File: config.mk
export PLATFORM = sky130hd
export DESIGN_NAME = vga_pattern_gen
export DESIGN_NICKNAME = d
export VERILOG_FILES = /design/src/rtl/vga_pattern_gen.sv
export SDC_FILE = /design/constraint.sdc
export NUM_CORES = 1
export LEC_CHECK = 0
export ABC_AREA = 0
export BUFFER_PORTS_ARGS = -buffer_cell sky130_fd_sc_hd__buf_2
export CAP_MARGIN = 40
export CELL_PAD_IN_SITES_DETAIL_PLACEMENT = 1
export CELL_PAD_IN_SITES_GLOBAL_PLACEMENT = 2
export CORE_MARGIN = 1
export CORE_UTILIZATION = 33
export CTS_CLUSTER_SIZE = 28
export DETAILED_ROUTE_END_ITERATION = 8
export GPL_TIMING_DRIVEN = 0
export PLACE_DENSITY = 0.75
export SLEW_MARGIN = 0
export SYNTH_ARGS = -nofsm -noshare
export SYNTH_HDL_FRONTEND = slang
export SYNTH_SLANG_ARGS = --single-unit
File: constraint.sdc
create_clock -name CLK -period 2.7 [get_ports CLK]
set_input_delay 0.27 -clock CLK [delete_from_list [all_inputs] [get_ports CLK]]
set_output_delay 0.27 -clock CLK [all_outputs]
set_load 0.05 [all_outputs]
File: src/rtl/vga_pattern_gen.sv
`default_nettype none
// ============================================================================
// Module   : vga_pattern_gen
// Brief    : Parametrised VGA timing and test-pattern generator (solid, bars,
//            stripes, checker). Define VGA_BORDER_EN for a white frame border.
// Revision : 1.0 - initial release
// ============================================================================

module vga_pattern_gen #(
    parameter int H_ACTIVE   = 640,
    parameter int H_FP       = 16,
    parameter int H_SYNC     = 96,
    parameter int H_BP       = 48,
    parameter int V_ACTIVE   = 480,
    parameter int V_FP       = 10,
    parameter int V_SYNC     = 2,
    parameter int V_BP       = 33,
    parameter int HSYNC_POL  = 0,
    parameter int VSYNC_POL  = 0,
    parameter int COLOR_W    = 4,
    parameter int NUM_BARS   = 8,
    parameter int LINE_H     = 16,
    parameter int CHECK_LOG2 = 5,
    localparam int H_TOTAL   = H_ACTIVE + H_FP + H_SYNC + H_BP,
    localparam int V_TOTAL   = V_ACTIVE + V_FP + V_SYNC + V_BP,
    localparam int HCW       = $clog2(H_TOTAL),
    localparam int VCW       = $clog2(V_TOTAL)
) (
    input  logic                 CLK,
    input  logic                 RST,
    input  logic                 PIX_EN,
    input  logic [1:0]           MODE,
    input  logic [3*COLOR_W-1:0] RGB,
    output logic                 VGA_HSYNC,
    output logic                 VGA_VSYNC,
    output logic [COLOR_W-1:0]   VGA_RED,
    output logic [COLOR_W-1:0]   VGA_GREEN,
    output logic [COLOR_W-1:0]   VGA_BLUE,
    output logic                 DE,
    output logic [HCW-1:0]       H_CNT,
    output logic [VCW-1:0]       V_CNT,
    output logic                 FRAME_START
);

    localparam int c_bar_w  = H_ACTIVE / NUM_BARS;
    localparam int c_bar_bw = (NUM_BARS > 1) ? $clog2(NUM_BARS) : 1;
    localparam int c_px_bw  = (c_bar_w > 1) ? $clog2(c_bar_w) : 1;
    localparam int c_hs_start = H_ACTIVE + H_FP;
    localparam int c_hs_end   = H_ACTIVE + H_FP + H_SYNC - 1;
    localparam int c_vs_start = V_ACTIVE + V_FP;
    localparam int c_vs_end   = V_ACTIVE + V_FP + V_SYNC - 1;

    localparam logic [HCW-1:0]      c_h_last   = HCW'(H_TOTAL - 1);
    localparam logic [VCW-1:0]      c_v_last   = VCW'(V_TOTAL - 1);
    localparam logic [c_bar_bw-1:0] c_bar_last = c_bar_bw'(NUM_BARS - 1);
    localparam logic [c_px_bw-1:0]  c_px_last  = c_px_bw'(c_bar_w - 1);
    localparam logic                c_hs_idle  = (HSYNC_POL == 0) ? 1'b1 : 1'b0;
    localparam logic                c_vs_idle  = (VSYNC_POL == 0) ? 1'b1 : 1'b0;
`ifdef VGA_BORDER_EN
    localparam logic [HCW-1:0]      c_h_edge   = HCW'(H_ACTIVE - 1);
    localparam logic [VCW-1:0]      c_v_edge   = VCW'(V_ACTIVE - 1);
`endif

    logic [HCW-1:0]         r_h_cnt_q,   w_h_cnt_d;
    logic [VCW-1:0]         r_v_cnt_q,   w_v_cnt_d;
    logic                   r_hsync_q,   w_hsync_d;
    logic                   r_vsync_q,   w_vsync_d;
    logic                   r_de_q,      w_de_d;
    logic                   r_fs_q,      w_fs_d;
    logic [3*COLOR_W-1:0]   r_pix_q,     w_pix_d;
    logic [1:0]             r_mode_q,    w_mode_d;
    logic [3*COLOR_W-1:0]   r_rgb_q,     w_rgb_d;
    logic [c_bar_bw-1:0]    r_bar_q,     w_bar_d;
    logic [c_px_bw-1:0]     r_px_q,      w_px_d;

    logic                   w_h_wrap;
    logic [HCW-1:0]         w_h_nxt;
    logic [VCW-1:0]         w_v_nxt;
    logic                   w_at_origin;
    logic [1:0]             w_mode_eff;
    logic [3*COLOR_W-1:0]   w_rgb_eff;
    logic [c_bar_bw-1:0]    w_bar_nxt;
    logic [c_px_bw-1:0]     w_px_nxt;
    logic [2:0]             w_bar_idx;
    logic                   w_de_nxt;
    logic [3*COLOR_W-1:0]   w_pix;

    always_comb begin
        w_h_wrap = (r_h_cnt_q == c_h_last);
        w_h_nxt  = w_h_wrap ? '0 : r_h_cnt_q + 1'b1;
        if (!w_h_wrap)
            w_v_nxt = r_v_cnt_q;
        else if (r_v_cnt_q == c_v_last)
            w_v_nxt = '0;
        else
            w_v_nxt = r_v_cnt_q + 1'b1;

        // Shadows are taken on the tick entering (0,0) and already apply to that pixel
        w_at_origin = (w_h_nxt == '0) && (w_v_nxt == '0);
        w_mode_eff  = w_at_origin ? MODE : r_mode_q;
        w_rgb_eff   = w_at_origin ? RGB  : r_rgb_q;

        // Running bar index; the last bar absorbs the remainder of the line
        w_bar_nxt = r_bar_q;
        w_px_nxt  = r_px_q;
        if (w_h_nxt == '0) begin
            w_bar_nxt = '0;
            w_px_nxt  = '0;
        end else if (r_bar_q != c_bar_last) begin
            if (r_px_q == c_px_last) begin
                w_bar_nxt = r_bar_q + 1'b1;
                w_px_nxt  = '0;
            end else begin
                w_px_nxt  = r_px_q + 1'b1;
            end
        end
        w_bar_idx = 3'(32'(NUM_BARS - 1) - 32'(w_bar_nxt));

        w_de_nxt = (32'(w_h_nxt) < H_ACTIVE) && (32'(w_v_nxt) < V_ACTIVE);

        w_pix = w_rgb_eff;
        case (w_mode_eff)
            2'd1: w_pix = {{COLOR_W{w_bar_idx[2]}}, {COLOR_W{w_bar_idx[1]}},
                           {COLOR_W{w_bar_idx[0]}}};
            2'd2: if (((32'(w_v_nxt) / LINE_H) % 2) != 0) w_pix = '0;
            2'd3: if (w_h_nxt[CHECK_LOG2] ^ w_v_nxt[CHECK_LOG2]) w_pix = '0;
            default: ;
        endcase
`ifdef VGA_BORDER_EN
        if ((w_h_nxt == '0) || (w_h_nxt == c_h_edge) ||
            (w_v_nxt == '0) || (w_v_nxt == c_v_edge))
            w_pix = '1;
`endif
        if (!w_de_nxt)
            w_pix = '0;

        w_h_cnt_d = r_h_cnt_q;
        w_v_cnt_d = r_v_cnt_q;
        w_hsync_d = r_hsync_q;
        w_vsync_d = r_vsync_q;
        w_de_d    = r_de_q;
        w_fs_d    = 1'b0;
        w_pix_d   = r_pix_q;
        w_mode_d  = r_mode_q;
        w_rgb_d   = r_rgb_q;
        w_bar_d   = r_bar_q;
        w_px_d    = r_px_q;
        if (PIX_EN) begin
            w_h_cnt_d = w_h_nxt;
            w_v_cnt_d = w_v_nxt;
            w_hsync_d = ((32'(w_h_nxt) >= c_hs_start) && (32'(w_h_nxt) <= c_hs_end))
                        ? ~c_hs_idle : c_hs_idle;
            w_vsync_d = ((32'(w_v_nxt) >= c_vs_start) && (32'(w_v_nxt) <= c_vs_end))
                        ? ~c_vs_idle : c_vs_idle;
            w_de_d    = w_de_nxt;
            w_fs_d    = w_at_origin;
            w_pix_d   = w_pix;
            w_mode_d  = w_mode_eff;
            w_rgb_d   = w_rgb_eff;
            w_bar_d   = w_bar_nxt;
            w_px_d    = w_px_nxt;
        end
    end

    // Reset parks the position on the last pixel so the first tick lands on (0,0)
    always_ff @(posedge CLK or posedge RST) begin
        if (RST) begin
            r_h_cnt_q <= c_h_last;
            r_v_cnt_q <= c_v_last;
            r_hsync_q <= c_hs_idle;
            r_vsync_q <= c_vs_idle;
            r_de_q    <= 1'b0;
            r_fs_q    <= 1'b0;
            r_pix_q   <= '0;
            r_mode_q  <= '0;
            r_rgb_q   <= '0;
            r_bar_q   <= c_bar_last;
            r_px_q    <= '0;
        end else begin
            r_h_cnt_q <= w_h_cnt_d;
            r_v_cnt_q <= w_v_cnt_d;
            r_hsync_q <= w_hsync_d;
            r_vsync_q <= w_vsync_d;
            r_de_q    <= w_de_d;
            r_fs_q    <= w_fs_d;
            r_pix_q   <= w_pix_d;
            r_mode_q  <= w_mode_d;
            r_rgb_q   <= w_rgb_d;
            r_bar_q   <= w_bar_d;
            r_px_q    <= w_px_d;
        end
    end

    assign VGA_HSYNC   = r_hsync_q;
    assign VGA_VSYNC   = r_vsync_q;
    assign VGA_RED     = r_pix_q[3*COLOR_W-1:2*COLOR_W];
    assign VGA_GREEN   = r_pix_q[2*COLOR_W-1:COLOR_W];
    assign VGA_BLUE    = r_pix_q[COLOR_W-1:0];
    assign DE          = r_de_q;
    assign H_CNT       = r_h_cnt_q;
    assign V_CNT       = r_v_cnt_q;
    assign FRAME_START = r_fs_q;

endmodule

`default_nettype wire

Word-level counts from Yosys, hierarchy flattened
Index checks and enable logic that the tools add are counted.
{"block": "op_classes", "add_sub_neg": 5, "bitwise_logic": 1, "magnitude_cmp": 6, "mux": 18, "n_eq_ne": 7, "n_reduce_logical": 8}
{"operator": "$mux 12", "count": 4}
{"operator": "$pmux 12 s3", "count": 1}
{"operator": "$mux 10", "count": 3}
{"operator": "$mux 7", "count": 3}
{"operator": "$add 10x1->10 const B", "count": 2}
{"operator": "$eq 10x10->1 const B", "count": 2}
{"operator": "$logic_not 10->1", "count": 2}
{"operator": "$ge 10x10->1 const B", "count": 1}
{"operator": "$ge 10x9->1 const B", "count": 1}
{"operator": "$le 10x10->1 const B", "count": 1}
{"operator": "$le 10x9->1 const B", "count": 1}
{"operator": "$lt 10x10->1 const B", "count": 1}
{"operator": "$lt 10x9->1 const B", "count": 1}
{"operator": "$mux 3", "count": 3}
{"operator": "$add 7x1->7 const B", "count": 1}
{"operator": "$eq 7x7->1 const B", "count": 1}
{"operator": "$eq 2x2->1 const B", "count": 2}
{"operator": "$logic_and 1x1->1", "count": 4}
{"operator": "$add 3x1->3 const B", "count": 1}
{"operator": "$mux 1", "count": 3}
{"operator": "$ne 3x3->1 const B", "count": 1}
{"operator": "$sub 3x3->3 const A", "count": 1}
{"operator": "$eq 2x1->1 const B", "count": 1}
{"operator": "$mux 2", "count": 1}
{"operator": "3 further kinds", "count": 3}
{"block": "word_totals", "regBits": 60, "wordCells": 56, "output_inout_bits": 36}

Logic depth before layout (Yosys ltp)
Gate-level depths: netlist of run 1.
{"block": "depth", "depth_word": 9, "ltp_mapped": 14, "depth_no_buf": 11}

Worst setup path after synthesis of run 1
No wires, ideal clock.
{"block": "synth_timing", "path_kind": "register -> register", "startpoint": "reg r_h_cnt_q[1] (netlist: H_CNT[1])", "endpoint": "reg r_pix_q[4]", "arrival_ns": 3.092, "setup_ns": 0.121, "path_slack_ns": -0.513, "path_stages_with_launch": 15, "path_buffers": 4, "t_required_ns": 2.579, "period_less_slack_ns": 3.213, "cell_sequence": "dfstp_2 ha_1 buf_2 and4_4 buf_6 a21oi_1 o22ai_2 nor4b_2 nand2_1 buf_4 nor3_4 buf_4 mux2i_1 nand2_1 a22o_1"}
{"block": "synth_via", "elab_chain_cells": 8, "elab_cells_between_ends": 22}
{"item": "start, declared", "line": "64", "rtl": "logic [HCW-1:0] r_h_cnt_q, w_h_cnt_d;"}
{"item": "start signal, assigned", "line": "168", "rtl": "r_h_cnt_q <= c_h_last;"}
{"item": "start signal, assigned", "line": "180", "rtl": "r_h_cnt_q <= w_h_cnt_d;"}
{"item": "branches (longest 7 deep; another with $add 10x1->10)"}
{"item": "$mux 12 (*)", "line": "134", "rtl": "if (!w_de_nxt)"}
{"item": "end signal, assigned", "line": "186", "rtl": "r_pix_q <= w_pix_d;"}
{"item": "end, declared", "line": "70", "rtl": "logic [3*COLOR_W-1:0] r_pix_q, w_pix_d;"}
Every way passes the cells marked *.
A chain may end at the register's enable or synchronous reset.

Worst setup path in the final report of run 1
{"block": "layout_timing", "startpoint": "reg r_h_cnt_q[0] (netlist: H_CNT[0])", "endpoint": "reg r_pix_q[1]"}
The elaborated chain is that of the path after synthesis.

==> metrics.cfg, run 1 <==
[timing]
relSlewSlack = 0.555
skew_ps = 6.73
finalHoldViolations = 0
finalSetupViolCount = 36
timing.final.ws_setup_ps = -475
fmax_ghz = 0.315
tightest_slew_ps = 667
maxSlewViolCount = 0
fin_crit_ps = 3180
rsz0062_at_grt = true
min_period_over_period = 1.18

[setup_path]
path_class = register to register
path_common_cell = buf_8
critPathRequiredTime_ps = 2910
startpoint_type = register
critPathCaptureType = register
critPathMaxFanout = 5
crit_slowest_cell = dfstp_4
crit_path_max_incr_delay_ps = 650
crit_chain = buf_6 > nand4_1 > or4_4 > a21oi_4 > nor4b_4 > nand2_2 > buf_8 > buf_8 > clkinvlp_4 > o22ai_4 > nand2_1 > a22o_1
critical_path_arrival_ps = 3390

[worst_hold_path]
hold_path_class = input port to async pin

[synthesis]
netlist-cell-type-count = 59
ys_ff_latch = 60
synthFlopType = dfrtp_1
ys_async_sr_fraction = 1.00
synth_seq_area_share = 0.397
syn-num-nets = 426
synth_edf_count = 0
yosys_warnings = 0
syn_area_per_cell_um2 = 9.54
netlist_area_um2 = 3820
synthCells = 401

[global_route]
grt_antenna_before_repair = 0
grt_pass1_vias = 3565
grt_start_max_net_pins = 33
grt_first_pass_wirelength_um = 19000
grt_usage = 0.210
grt_overflow_total = 0

[layout]
final_nets = 517
drive_gt1_frac = 0.386
n_antenna_cell = 0
areaGrowthSynthToFinish_pct = 33.9
final_common_cell = buf_2
fin_cells = 637
n_fill_cell = 1247
fin_util = 0.462
mostFrequentLayoutCells = 57 x buf_2, 45 x dfrtp_1, 36 x nand2_1

[pwr]
p_leak_nw = 2.35
power_per_cell_area_nw_per_um2 = 716
finalPower_w = 0.00367
ir_drop_uv = 563

[clock_tree]
clockRootBuffer = clkbuf_16
cts_tree = done
cts_hold_buf = 0
path_clk_slew_ps = 60
cts_buffers = 9
clk_path_buf_depth = 2
clk_latency_ps = 330
cts.sinks = 60
h-tree-depth = 3

[placed_design]
place.gp.congestion = 0.755
place_inst = 594
hpwl_um = 7890
port_buffers = 52

[die]
rows = 38
die_h_um = 110
io_pins = 53
fp.dieW_um = 110
core_area_um2 = 11100
dieArea_um2 = 12000
initial_utilization = 0.345

[drt]
route.detailed.drc = 0
finalWirelength_um = 11800
dr.first_iter.drc_count = 134
ant_nets = 0
detail_route.first_pass.iterations = 4
wire_per_inst_um = 18.5
vias = 3423
via_per_inst = 5.37

[job]
maxCapViolations = 0

[run_status]
status = finished with violations
violations = negative setup slack

## registers in the layout (all words and copies together) (netlist names)
name and cells:
H_CNT 10, r_pix_q 12, FRAME_START 1, r_bar_q 3, VGA_HSYNC 1, DE 1
r_px_q 7, r_mode_q 2, V_CNT 10, VGA_VSYNC 1, r_rgb_q 12
## power by group
part           internal (W)  total (W)  leakage, nW  switching, W
logic              0.000464    0.00121         1.45      0.000746
clock network      0.000808    0.00126        0.149      0.000451
registers           0.00106    0.00120        0.754      0.000132
total               0.00234    0.00367         2.35       0.00133
## stage by stage
step | setup TNS [ps] | cell area [um2] | hold slack (ps) | worst slack, ps
final | -13860 | 5120 | 33.2 | -475
after global routing | -17530 | 5120 | 87.7 | -586
after CTS | -13110 | 4930 | 48.4 | -479
after detailed placement | -16420 | 4350 | 405 | -675
after global placement | -15930 | 4330 | 476 | -615
after floorplan | -7030 | 3900 | 382 | -344
## per-layer routing
metal / vias up / part of all wire / global-route usage
met5: - / 0 / 0
met4: 0 / 0.0088 / 0.0629
met3: 9 / 0.020 / 0.0362
met2: 35 / 0.49 / 0.341
met1: 1726 / 0.48 / 0.283
li1: 1653 / - / -
## worst max-delay path: cells and delay by family, from the launching register on
family | cells | cell delay (ps)
AOI/OAI and AO/OA | 3 | 660
buffers and inverters | 4 | 520
and+or+nand+nor | 5 | 1220
DFF | 1 | 650
## final cells by class
class,count,area (um2),share of cell area
timing repair buffer,83,571,0.111
clock inverter,6,88.8,0.0174
clock buffer,10,229,0.0447
sequential,60,1530,0.298
inverter,15,60.1,0.0117
buffer,25,181,0.0354
multi-input combinational,298,2290,0.447
tap,140,175,0.0342
## final timing paths
path | end | start | slack, ps | depth (start not counted)
max | r_pix_q[1]$_DFFE_PP0P_ | H_CNT[0]$_DFFE_PP1P_ | -480 | 12
min | r_mode_q[0]$_DFFE_PP0P_ | RST | 30 | 2
max reg2reg | r_pix_q[1]$_DFFE_PP0P_ | H_CNT[0]$_DFFE_PP1P_ | -480 | 12
min reg2reg | VGA_VSYNC$_DFFE_PP1P_ | VGA_VSYNC$_DFFE_PP1P_ | 500 | 2
max in group asynchronous | r_bar_q[2]$_DFFE_PP1P_ | RST | 1980 | 3
min in group CLK | r_mode_q[0]$_DFFE_PP0P_ | MODE[0] | 170 | 3
## timing repair
item | in CTS | in global routing
setup endpoints to repair | 36 | 36
resized for setup | 28 | 33
setup buffers | 18 | 10
endpoints found under the hold margin | 0 | 0
pin swaps | 28 | 33
cloned | 2 | 0
## Yosys cell counts, drive strengths merged, types with 2 or more instances
library cell | number | area share
a21o | 4 | 0.0079
a21oi | 20 | 0.028
a22o | 14 | 0.032
a31oi | 6 | 0.0098
and2 | 4 | 0.0065
and3 | 10 | 0.016
and3b | 3 | 0.0069
and4 | 4 | 0.0098
buf | 17 | 0.037
clkbuf | 11 | 0.011
dfrtp | 45 | 0.29
dfstp | 15 | 0.10
ha | 8 | 0.026
inv | 15 | 0.015
mux2 | 16 | 0.054
mux2i | 15 | 0.039
nand2 | 43 | 0.043
nand2b | 2 | 0.0033
nand3 | 17 | 0.026
nand4 | 10 | 0.016
nand4b | 3 | 0.0069
nor2 | 31 | 0.030
nor3 | 12 | 0.019
nor4 | 3 | 0.0088
nor4b | 3 | 0.0085
o211ai | 4 | 0.0079
o21ai | 20 | 0.026
o22ai | 8 | 0.020
o31ai | 7 | 0.014
or4 | 3 | 0.0069
xnor2 | 8 | 0.018
xor2 | 7 | 0.016
## cell families (layout without fill, tap and decap cells)
family,Yosys count,in the layout,synth area share
AO/OA/AOI/OAI,95,95,0.175
XOR/XNOR,15,15,0.0343
adder cells (fa/ha/maj),8,8,0.0262
buffers and inverters,43,139,0.0628
flip-flops,60,60,0.397
multiplexers,31,31,0.0932
AND/OR/NAND/NOR,149,149,0.211
(Power assumes the default switching activity.)
==> run 2, diff against run 1 <==
--- a/config.mk
+++ b/config.mk
@@ -14,9 +14,9 @@
 export CORE_UTILIZATION = 33
 export CTS_CLUSTER_SIZE = 28
 export DETAILED_ROUTE_END_ITERATION = 8
-export GPL_TIMING_DRIVEN = 0
+export GPL_TIMING_DRIVEN = 1
 export PLACE_DENSITY = 0.75
-export SLEW_MARGIN = 0
+export SLEW_MARGIN = 20
 export SYNTH_ARGS = -nofsm -noshare
 export SYNTH_HDL_FRONTEND = slang
 export SYNTH_SLANG_ARGS = --single-unit
==> run 2 against run 1 <==
  * Non-clock buffer count is 36 higher
  * Count of clock-buffer cells in the layout shrank 1
  * Clock skew shrank 0.61 ps
  * Worst hold slack improved by 100 ps
  * Routed wire length grew 5.4%
  * Cell area grew 3.8%
  * Clock power down 6%
  * The run still ends with negative setup slack left
  * Total power grew 1.5%
==> metrics.cfg, run 2 (synthesis results as in run 1) <==
[layout]
areaGrowthSynthToFinish_pct = 38.9
drive_gt1_frac = 0.430
fin_cells = 673
final_nets = 553
top_regs = r_pix_q: 12 flops, r_rgb_q: 12 flops
n_antenna_cell = 0
fin_util = 0.480
n_fill_cell = 1264
mostFrequentLayoutCells = 82 x buf_4, 52 x buf_2, 45 x dfrtp_1
seq_area_um2 = 1530
final_common_cell = buf_4
multi_input_area_um2 = 2230

[clock_tree]
clk_path_buf_depth = 2
path_clk_slew_ps = 60
clk_latency_ps = 330
cts.sinks = 60
clockRootBuffer = clkbuf_16
h-tree-depth = 3
cts_tree = done
cts_buffers = 9

[drt]
route.detailed.drc = 0
finalWirelength_um = 12400
vias = 3636
wire_per_inst_um = 18.4
detail_route.first_pass.iterations = 4
via_per_inst = 5.40
dr.first_iter.drc_count = 97
ant_nets = 0

[timing]
finalSetupViolCount = 36
fin_crit_ps = 3020
hold_ws_ps = 135
relSlewSlack = 0.664
skew_ps = 6.12
timing.final.ws_setup_ps = -322
fmax_ghz = 0.331
tightest_slew_ps = 503
finalHoldViolations = 0
maxSlewViolCount = 0
rsz0062_at_grt = true
min_period_over_period = 1.12

[placed_design]
place_ws_ps = -312
hpwl_um = 8790
place.gp.congestion = 0.812
port_buffers = 52
place_inst = 651

[run_status]
violations = negative setup slack
status = finished with violations

[worst_hold_path]
hold_depth = 2
min_from = PIX_EN
whs_endpoint = VGA_VSYNC$_DFFE_PP1P_
hold_path_class = input port to register

[die]
fp.dieW_um = 110
die_h_um = 110
initial_utilization = 0.345
core_area_um2 = 11100
io_pins = 53
dieArea_um2 = 12000
rows = 38

[pwr]
ir_drop_uv = 571
p_leak_nw = 2.52
power_per_cell_area_nw_per_um2 = 700

[global_route]
grt_usage = 0.223
grt_first_pass_wirelength_um = 20300
grt_start_max_net_pins = 41
grt_antenna_before_repair = 0
grt_pass1_vias = 3880
grt_overflow_total = 0

[job]
maxCapViolations = 0

[setup_path]
critPathRequiredTime_ps = 2910
startpoint_type = register
critPathMaxFanout = 7
r2r_cells = 13
critPathCaptureType = register
path_class = register to register
critical_path_arrival_ps = 3240
rrSetupSlack_ps = -320
timing.rr.start = H_CNT[1]$_DFFE_PP1P_
r2r_end = r_pix_q[11]$_DFFE_PP0P_

==> run 2: cell types whose count changed in the layout (fill, tap and decap cells not counted), moves of 2 or more <==
cell	before	now
buf_2	57	52
o21ai_0	12	15
clkinvlp_4	3	1
and3_1	10	8
nand2_4	2	0
inv_6	0	2
clkbuf_1	9	0
buf_6	15	4
and3_4	0	2
nand2_1	36	39
o21ai_2	5	2
buf_4	22	82
==> run 2: repair_timing <==
action / in CTS / in global routing
cloned: 0 / 0
endpoints found under the hold margin: 8 / 0
buffers inserted: 3 / 2
endpoints found under the setup margin: 35 / 36
hold buffers: 1 / 0
pin swaps: 4 / 9
gates resized for setup: 18 / 13
==> run 2: final cells by class <==
| cell class | instances | area share |
|---|---|---|
| Clock buffer | 9 | 0.0424 |
| Clock inverter | 7 | 0.0139 |
| Inverter | 15 | 0.0111 |
| Multi-Input combinational cell | 298 | 0.420 |
| Sequential cell | 60 | 0.287 |
| Tap cell | 140 | 0.0330 |
| Timing Repair Buffer | 144 | 0.192 |
==> run 2: worst max-delay path, stage by stage, from the launching register on <==
cell and delay, ps:
dfstp_4 650, ha_4 150, and4_4 300, buf_6 120, a31oi_2 120, a221oi_2 310
nor4b_4 100, nand2_2 140, buf_4 140, nor3_4 40, o211ai_1 350, o21ai_1 160
buf_4 170, a22o_1 170
==> run 2: how the worst max path moves through the flow <==
stage | from | end | cells past startpoint
2_1_floorplan | H_CNT[1]$_DFFE_PP1P_ | r_rgb_q[0]$_DFFE_PP0P_ | 11
3_3_place_gp | H_CNT[0]$_DFFE_PP1P_ | r_pix_q[9]$_DFFE_PP0P_ | 11
3_5_place_dp | H_CNT[1]$_DFFE_PP1P_ | r_rgb_q[3]$_DFFE_PP0P_ | 8
4_1_cts | H_CNT[1]$_DFFE_PP1P_ | r_rgb_q[5]$_DFFE_PP0P_ | 8
5_1_grt | H_CNT[1]$_DFFE_PP1P_ | r_pix_q[0]$_DFFE_PP0P_ | 12
6_report | H_CNT[1]$_DFFE_PP1P_ | r_pix_q[11]$_DFFE_PP0P_ | 13
==> run 2: per-stage QoR <==
step | setup TNS (ps) | instance area (um2) | total power (W)
after floorplan | -7030 | 3900 | 0.00197
after global placement | -4340 | 4810 | 0.00240
after detailed placement | -7640 | 4810 | 0.00244
after CTS | -7200 | 5220 | 0.00371
after global routing | -12500 | 5310 | 0.00390
final | -8540 | 5310 | 0.00372
==> run 2: power breakdown <==
| group | internal (W) | total [W] | leakage (nW) | switching [W] |
|---|---|---|---|---|
| registers | 0.00107 | 0.00121 | 0.754 | 0.000141 |
| clock network | 0.000720 | 0.00119 | 0.146 | 0.000474 |
| logic | 0.000540 | 0.00132 | 1.62 | 0.000780 |
| total | 0.00233 | 0.00372 | 2.52 | 0.00139 |
==> run 2: routing by layer <==
layer  vias to the layer above  GRT usage  wire length (um)
met3                        23     0.0255               317
met5                         -          0                 0
li1                       1724          -                 -
met4                         0     0.0952               316
met2                        71      0.395              6410
met1                      1818      0.274              5360
==> run 3, diff against run 2 <==
--- a/config.mk
+++ b/config.mk
@@ -8,14 +8,12 @@
 export ABC_AREA = 0
 export BUFFER_PORTS_ARGS = -buffer_cell sky130_fd_sc_hd__buf_2
 export CAP_MARGIN = 40
-export CELL_PAD_IN_SITES_DETAIL_PLACEMENT = 1
-export CELL_PAD_IN_SITES_GLOBAL_PLACEMENT = 2
 export CORE_MARGIN = 1
-export CORE_UTILIZATION = 33
+export CORE_UTILIZATION = 52
 export CTS_CLUSTER_SIZE = 28
 export DETAILED_ROUTE_END_ITERATION = 8
 export GPL_TIMING_DRIVEN = 1
-export PLACE_DENSITY = 0.75
+export PLACE_DENSITY = 0.74
 export SLEW_MARGIN = 20
 export SYNTH_ARGS = -nofsm -noshare
 export SYNTH_HDL_FRONTEND = slang
==> run 3 against run 2 <==
  * The run still ends with negative setup slack left
  * Non-clock buffer count fell by 15
  * Clock power decreased by 18%
  * Utilization up 25 points
  * Count of clock-buffer cells in the layout up 1
  * Combinational power fell by 5%
  * Sequential share of layout area rose by 1.3 points
  * Critical path type unchanged
  * Critical endpoint is now r_pix_q[8]$_DFFE_PP0P_
  * Highest routed layer unchanged
==> metrics.cfg, run 3 (synthesis results as in run 1) <==
[run_status]
status = finished with violations
violations = negative setup slack

[global_route]
grt_antenna_before_repair = 0
grt_start_max_net_pins = 29
grt_overflow_total = 0
grt_first_pass_wirelength_um = 16200
grt_usage = 0.275
grt_pass1_vias = 3427

[timing]
skew_ps = 8.74
fmax_ghz = 0.342
min_period_over_period = 1.08
relSlewSlack = 0.628
finalSetupViolCount = 36
hold_ws_ps = 113
tightest_slew_ps = 557
fin_crit_ps = 2930
rsz0062_at_grt = true
maxSlewViolCount = 0
timing.final.ws_setup_ps = -225
finalHoldViolations = 0

[die]
die_h_um = 87.8
fp.dieW_um = 87.8
core_area_um2 = 6940
io_pins = 53
rows = 30
initial_utilization = 0.551
dieArea_um2 = 7700

[setup_path]
crit_slowest_cell = dfstp_4
critPathRequiredTime_ps = 2970
crit_path_max_incr_delay_ps = 650
critPathMaxFanout = 10
critPathCaptureType = register
critical_path_arrival_ps = 3200
path_class = register to register
crit_chain = ha_4 > and4_4 > and3_4 > buf_6 > nand4b_1 > nand2_1 > nand2_2 > nor3_4 > o211ai_1 > buf_4 > o21ai_2 > a22o_1
startpoint_type = register

[clock_tree]
path_clk_slew_ps = 70
h-tree-depth = 3
cts_buffers = 9
clk_path_buf_depth = 2
cts_tree = done
cts.sinks = 60
clk_latency_ps = 330
clockRootBuffer = clkbuf_8

[layout]
final_nets = 538
areaGrowthSynthToFinish_pct = 32.9
drive_gt1_frac = 0.419
fin_util = 0.732
mostFrequentLayoutCells = 67 x buf_4, 52 x buf_2, 45 x dfrtp_1
fin_cells = 614
final_area_um2 = 5080
n_antenna_cell = 0
top_regs = r_pix_q: 12 flops, r_rgb_q: 12 flops
final_common_cell = buf_4
n_fill_cell = 500

[pwr]
power_per_cell_area_nw_per_um2 = 679
ir_drop_uv = 710
p_leak_nw = 2.41

[placed_design]
hpwl_um = 7210
placed_cell_area_um2 = 4640
port_buffers = 52
place_inst = 592
place_ws_ps = -343
place.gp.congestion = 0.901

[drt]
ant_nets = 0
detail_route.first_pass.iterations = 5
vias = 3524
wire_per_inst_um = 16.4
dr.first_iter.drc_count = 245
route.detailed.drc = 0
finalWirelength_um = 10100
via_per_inst = 5.74

[job]
maxCapViolations = 0

[worst_hold_path]
hold_path_class = input port to register

[run 3: area by class of cell]
cell class	instances	area, um2	area share
clock inverter	6	111	0.0219
inverter	15	60.1	0.0118
tap	96	120	0.0236
sequential	60	1530	0.300
multi-input combinational	298	2250	0.442
clock buffer	10	128	0.0251
timing repair buffer	129	892	0.175
[run 3: power breakdown]
part | internal (W) | switching, W | leakage, nW
Combinational | 0.000532 | 0.000721 | 1.54
Sequential | 0.00107 | 0.000155 | 0.754
Clock | 0.000615 | 0.000364 | 0.117
[run 3: metrics by stage]
step                total power (W)  TNS [ps]
floorplan                   0.00197     -7030
finish                      0.00345     -6090
global placement            0.00234     -5010
detailed placement          0.00238     -5670
CTS                         0.00343     -4190
global route                0.00363    -11330
[run 3: repair_timing]
action	4_1_cts	5_1_grt
setup endpoints to repair	29	36
setup buffers	4	1
pin swaps	23	8
gates resized for setup	24	12
hold endpoints to repair	15	0
hold buffers	1	0
[run 3: routing by layer]
layer	wire, um	GRT usage	part of all wire	vias to the layer above
li1	-	-	-	1699
met1	4290	0.361	0.43	1688
met2	5120	0.455	0.51	114
met3	466	0.0584	0.046	23
met4	179	0.0894	0.018	0
met5	0	0	0	-
[run 3: final timing paths]
path	cells after the start	slack (ps)	endpoint	from
setup reg to reg	12	-230	r_pix_q[8]$_DFFE_PP0P_	H_CNT[1]$_DFFE_PP1P_
max in group asynchronous	4	1440	V_CNT[2]$_DFFE_PP1P_	RST
hold / removal	2	110	VGA_VSYNC$_DFFE_PP1P_	PIX_EN
min in group asynchronous	3	540	r_rgb_q[5]$_DFFE_PP0P_	RST
setup / recovery	12	-230	r_pix_q[8]$_DFFE_PP0P_	H_CNT[1]$_DFFE_PP1P_
hold reg to reg	2	500	VGA_HSYNC$_DFFE_PP1P_	VGA_HSYNC$_DFFE_PP1P_
[run 3: worst max-delay path: cells and delay by family (launching register included)]
family	cells	cell delay, ps
flip-flops	1	650
AO/OA/AOI/OAI	3	550
AND/OR/NAND/NOR	6	1190
buffers and inverters	2	320
adder cells (fa/ha/maj)	1	140
